### config.mk
export PLATFORM = sky130hd
export DESIGN_NAME = regfile_wb_arbiter
export DESIGN_NICKNAME = d
export VERILOG_FILES = /design/src/rtl/regfile_wb_arbiter.sv
export SDC_FILE = /design/constraint.sdc
export NUM_CORES = 1
export LEC_CHECK = 0
export CAP_MARGIN = 30
export CORE_MARGIN = 2
export CORE_UTILIZATION = 25
export DETAILED_ROUTE_END_ITERATION = 7
export PLACE_DENSITY = 0.44
export SYNTH_ARGS = -nofsm -noshare
export SYNTH_HDL_FRONTEND = slang
export SYNTH_SLANG_ARGS = --single-unit
### constraint.sdc
create_clock -name clk -period 2.79 [get_ports clk]
set_input_delay 0.558 -clock clk [delete_from_list [all_inputs] [get_ports clk]]
set_output_delay 0.558 -clock clk [all_outputs]
set_load 0.01 [all_outputs]
### src/rtl/regfile_wb_arbiter.sv
// Writeback arbiter: two buffered producers share the register-file write port.
// Ports: clk/rst; A and B valid/ready push; wb_* write port; q_* pending query.
module regfile_wb_arbiter #(
    parameter int DEPTH = 2,
    parameter int CNT_W = 16
) (
    input  logic             clk,
    input  logic             rst,
    input  logic             a_valid,
    output logic             a_ready,
    input  logic [4:0]       a_rd,
    input  logic [31:0]      a_data,
    input  logic             b_valid,
    output logic             b_ready,
    input  logic [4:0]       b_rd,
    input  logic [31:0]      b_data,
    output logic             wb_we,
    output logic [4:0]       wb_rd,
    output logic [31:0]      wb_data,
    input  logic [4:0]       q_rs1,
    input  logic [4:0]       q_rs2,
    output logic             q_pend1,
    output logic             q_pend2,
    output logic [CNT_W-1:0] wb_count
);
    localparam int AW = $clog2(DEPTH);
    localparam int CW = AW + 1;

    logic [4:0]  rd_q  [2][DEPTH];
    logic [31:0] dat_q [2][DEPTH];

    logic [1:0][AW-1:0] wp_q, wp_d, rp_q, rp_d;
    logic [1:0][CW-1:0] cnt_q, cnt_d;
    logic               en_q;
    logic               last_q;
    logic [CNT_W-1:0]   wbc_q, wbc_d;

    logic [1:0]         vld, rdy, push, hv, gnt;
    logic [1:0][4:0]    in_rd;
    logic [1:0][31:0]   in_dat;
    logic [AW-1:0]      off;

    assign vld    = {b_valid, a_valid};
    assign in_rd  = {b_rd, a_rd};
    assign in_dat = {b_data, a_data};

    // en_q keeps both readies low until the first edge after reset release
    always_comb begin
        for (int p = 0; p < 2; p++) begin
            rdy[p] = en_q && (cnt_q[p] != CW'(DEPTH));
            hv[p]  = cnt_q[p] != '0;
        end
    end

    assign a_ready = rdy[0];
    assign b_ready = rdy[1];
    assign push    = vld & rdy;

    // last_q = 1 means B was granted last, so A wins a contest
    assign gnt[0] = hv[0] && (!hv[1] || last_q);
    assign gnt[1] = hv[1] && !gnt[0];

    always_comb begin
        wb_we   = 1'b0;
        wb_rd   = '0;
        wb_data = '0;
        unique case (1'b1)
            gnt[0]: begin
                wb_rd   = rd_q[0][rp_q[0]];
                wb_data = dat_q[0][rp_q[0]];
                wb_we   = wb_rd != '0;
            end
            gnt[1]: begin
                wb_rd   = rd_q[1][rp_q[1]];
                wb_data = dat_q[1][rp_q[1]];
                wb_we   = wb_rd != '0;
            end
            default: ;
        endcase
    end

    // an entry is live when its distance from the head is below occupancy
    always_comb begin
        q_pend1 = 1'b0;
        q_pend2 = 1'b0;
        off     = '0;
        for (int p = 0; p < 2; p++) begin
            for (int i = 0; i < DEPTH; i++) begin
                off = AW'(i) - rp_q[p];
                if ({1'b0, off} < cnt_q[p]) begin
                    if (rd_q[p][i] == q_rs1) q_pend1 = 1'b1;
                    if (rd_q[p][i] == q_rs2) q_pend2 = 1'b1;
                end
            end
        end
        q_pend1 = q_pend1 && (q_rs1 != '0);
        q_pend2 = q_pend2 && (q_rs2 != '0);
    end

    always_comb begin
        for (int p = 0; p < 2; p++) begin
            wp_d[p]  = wp_q[p] + AW'(push[p]);
            rp_d[p]  = rp_q[p] + AW'(gnt[p]);
            cnt_d[p] = cnt_q[p] + CW'(push[p]) - CW'(gnt[p]);
        end
        wbc_d = wbc_q;
        if (wb_we && (wbc_q != '1)) wbc_d = wbc_q + 1'b1;
    end

    always_ff @(posedge clk or negedge rst) begin
        if (!rst) begin
            wp_q   <= '0;
            rp_q   <= '0;
            cnt_q  <= '0;
            en_q   <= 1'b0;
            last_q <= 1'b1;
            wbc_q  <= '0;
        end else begin
            wp_q  <= wp_d;
            rp_q  <= rp_d;
            cnt_q <= cnt_d;
            en_q  <= 1'b1;
            wbc_q <= wbc_d;
            if (gnt != 2'b00) last_q <= gnt[1];
        end
    end

    // payload storage needs no reset: occupancy qualifies every read
    always_ff @(posedge clk) begin
        for (int p = 0; p < 2; p++) begin
            if (push[p]) begin
                rd_q[p][wp_q[p]]  <= in_rd[p];
                dat_q[p][wp_q[p]] <= in_dat[p];
            end
        end
    end

    assign wb_count = wbc_q;
endmodule
==> impl_metrics.csv <==
group,metric,value,unit
yosys,yosysSeqAreaShare,0.676,
final_layout,drive_above_1_share,0.160,
routing,dr.max_layer_used,"met4",
yosys,synth_top_family_by_area,"multiplexers",
routing,vias,4706,
yosys,synthAdderAreaFrac,0.0149,
routing,drt-total-wl,19900,µm
timing,rsz0062_at_grt,"true",
timing,finalMaxSlewViolations,0,
yosys,synth.distinct_cells,50,
critical_path,path_class,"input pin to output pin",
routing,drt-met1-wl,8830,µm
cts,cts_tree,"done",
timing,finalCritPeriodShare,0.999,
worst_hold_path,hold_path_class,"register to register",
critical_path,critPathMaxFanout,2,
placed_design,place_congestion,0.792,
critical_path,rr_endpoint,"wb_count[1]$_DFFE_PN0P_",
yosys,syn_inst,488,
final_layout,final_util,0.347,
cts,holdBufCountCts,0,
routing,vias_per_cell,4.41,
yosys,synth_nets,585,
final_layout,instances_no_fill,1068,
floorplanning,dieWidth,178,µm
placed_design,dp_hpwl,14000,µm
floorplanning,ios,146,
routing,wl_met2,9590,µm
status,outcome,"finished, final reports clean",
floorplanning,rows,63,
global_route,grt_max_degree,32,
yosys,async_flop_share,0.149,
yosys,syn_area,7530,µm²
critical_path,timing.rr.start,"rd_q[0][4]$_DFFE_PP_",
placed_design,post-place-cells,1028,
critical_path,critPathTopFamily,"simple AND/OR/NAND/NOR gates",
power_and_ir_drop,seqPwrFrac,0.347,
cts,cts_max_path_buffers,2,
power_and_ir_drop,power_switching,3690,µW
cts,clk_pin_slew_worst_paths,70,ps
critical_path,arrival,2230,ps
power_and_ir_drop,p_leak,0.00382,µW
routing,drtIter0Drc,291,
timing,finalCriticalPeriod,2790,ps
final_layout,multi_input_area,2310,µm²
routing,antenna_left,0,
critical_path,path_cells,"clkdlybuf4s50_1, xor2_1, or4_4, nor3_2, a31oi_1, a21oi_1, buf_4",
final_layout,area_growth,36.6,%
yosys,ys_seq_elements,174,
yosys,syn_area_per_cell,15.4,µm²
cts,numCtsBuffers,17,
critical_path,critical-path-slowest-cell,"or4_4",
critical_path,cp-endpoint,"q_pend1",
power_and_ir_drop,switching_share,0.366,
critical_path,cp-startpoint,"q_rs1[3]",
yosys,synth-compound-area-share,0.0568,
critical_path,reg2reg_depth,7,
power_and_ir_drop,ir_worst_vdd,349,µV
routing,wl_per_cell,18.6,µm
critical_path,crit_required,2230,ps
floorplanning,start_util,0.254,
critical_path,cp.depth,7,
yosys,synth_flop_cell,"edfxtp_1",
timing,hold_viol_final,0,
flow_run,maxCapViolCount,0,
global_route,grt_pass1_wl,29900,µm
yosys,synth-xor-area-share,0.0663,
floorplanning,core,29600,µm²
routing,drt-pass1-iter-count,4,
critical_path,startpoint_type,"input pin",
power_and_ir_drop,powerDensity,981,nW/µm²
final_layout,regArea,5100,µm²
timing,setup-tns-final,0,ps
yosys,synth_mux_area_frac,0.105,
yosys,ys_warn_count,0,
critical_path,crit_path_end_kind,"output pin",
global_route,antenna_found_initial,4,
routing,route.detailed.drc,0,
critical_path,cpPeakStageDelay,530,ps
power_and_ir_drop,comb_power_share,0.419,
placed_design,io_buffers,145,
global_route,grt_pass1_vias,4943,
global_route,grt.overflow.total,0,
power_and_ir_drop,pwr-share-clk,0.233,
cts,htreeDepth,4,
global_route,track_usage,0.129,
timing,setup_violations,0,
yosys,synth_edf_count,148,
final_layout,nFillCells,2898,
critical_path,path_buf_inv,2,
power_and_ir_drop,internal_power,6400,µW
floorplanning,dieArea,31500,µm²
cts,cts.sink_count,174,
cts,cts_root_buf,"clkbuf_16",
yosys,synth_simple_gate_area_frac,0.0568,
timing,max_freq,0.359,GHz
timing,finalClockSkew,13.2,ps
floorplanning,die_h,178,µm
final_layout,nets,760,
critical_path,reg2reg_slack,480,ps
cts,insertion_delay,430,ps
routing,wl_met3,1170,µm
[cell families (layout without fill, tap and decap cells)]
family	count (synthesis)	count (layout)
xor+xnor	57	57
buf+inv	43	231
compound gates	61	61
mux	78	78
fa+ha+maj	9	9
simple gates	65	65
other cells	1	3
flops	174	174
[power by group through the flow]
stage          clock, µW  combinational, µW  sequential [µW]
2_1_floorplan          0               2320             3530
3_3_place_gp           0               4490             3580
3_5_place_dp           0               4520             3590
4_1_cts             2430               4230             3540
5_1_grt             2550               4610             3550
6_report            2350               4230             3510
[cell usage in the layout (no fill, tap or decap), types with 4 or more instances in the layout]
cell type	count
a31oi_1	4
inv_1	15
xor2_1	20
clkbuf_16	17
nand2_1	10
a21oi_1	6
inv_6	5
edfxtp_1	148
dfrtp_1	23
ha_1	5
mux2i_1	74
xnor2_1	37
nor2_1	4
ha_2	4
buf_6	4
or4_1	4
clkdlybuf4s50_1	100
nand3_2	5
buf_4	33
and3_1	6
nor4_1	7
inv_8	5
dlygate4sd2_1	38
nand4_1	5
o22ai_1	35
[routing by layer]
layer  up-vias  global-route usage
li1       2221                   -
met1      2342               0.164
met3        14              0.0388
met5         -                   0
met2       129               0.213
met4         0              0.0338
[synthesized netlist by cell type, types with 2 or more instances]
library cell  instances  area share
nor3_1                3      0.0020
nor4_1                7      0.0058
or2_2                 3      0.0025
clkbuf_1             16      0.0080
ha_1                  9       0.015
buf_2                 3      0.0020
or2_1                 2      0.0017
a21oi_1               6      0.0040
o22ai_1              37       0.031
edfxtp_1            148        0.59
nand3_1               2      0.0013
inv_1                15      0.0075
and3_1                6      0.0050
nor2_1                4      0.0020
mux2_1                3      0.0045
a21boi_0              2      0.0020
nand2_1              11      0.0055
nand3_2               5      0.0066
buf_1                 7      0.0035
a211oi_1              3      0.0030
xor2_1               20       0.023
xnor2_1              37       0.043
or4_1                 6      0.0060
nand2_2               2      0.0017
dfrtp_1              25       0.083
a31oi_1               4      0.0033
nand4_2               2      0.0033
mux2i_1              74       0.098
nand4_1               5      0.0042
[worst min path at each step]
stage                                          end  cells past startpoint                    start  slack, ps
final                      wb_count[5]$_DFFE_PN0P_                      1  wb_count[5]$_DFFE_PN0P_        500
after global routing      wb_count[11]$_DFFE_PN0P_                      2                      rst        540
after CTS                  wb_count[4]$_DFFE_PN0P_                      1  wb_count[4]$_DFFE_PN0P_        510
after detailed placement   wb_count[4]$_DFFE_PN0P_                      1  wb_count[4]$_DFFE_PN0P_        500
after global placement     wb_count[5]$_DFFE_PN0P_                      1  wb_count[5]$_DFFE_PN0P_        480
after floorplan                 cnt_q[0]$_DFF_PN0_                      0                      rst        260
[repair_timing]
action | 4_1_cts | 5_1_grt
buffers inserted | 4 | 2
resized for setup | 59 | 11
setup endpoints to repair | 40 | 11
pin swaps | 2 | 2
[metrics by stage]
step	total power [µW]	hold WS [ps]	setup slack, ps	area (µm²)
4_1_cts	10200	512	-31.2	10200
3_3_place_gp	8070	481	-463	9650
3_5_place_dp	8110	502	-486	9650
6_report	10100	504	3.16	10300
2_1_floorplan	5850	262	435	7530
5_1_grt	10700	535	-56.1	10300
[worst register-to-register path, stage by stage, from the launching register on]
cell	delay [ps]
edfxtp_1	390
buf_4	160
or4_4	510
or3_4	360
o2bb2ai_4	130
buf_4	200
nand2_2	100
mux2_1	330
[cell type report]
type                       count  share of cell area
sequential                   174               0.495
antenna                        2            0.000486
inverter                      15             0.00547
clock inverter                15              0.0157
timing repair buffer         184               0.170
tap                          390              0.0474
clock buffer                  17              0.0413
multi-input combinational    271               0.224
[registers in the layout, indices dropped and copies added (netlist names)]
register	cells
wp_q	2
rp_q	2
dat_q	128
cnt_q	4
en_q	1
rd_q	20
last_q	1
wb_count	16
(Power assumes the default switching activity.)
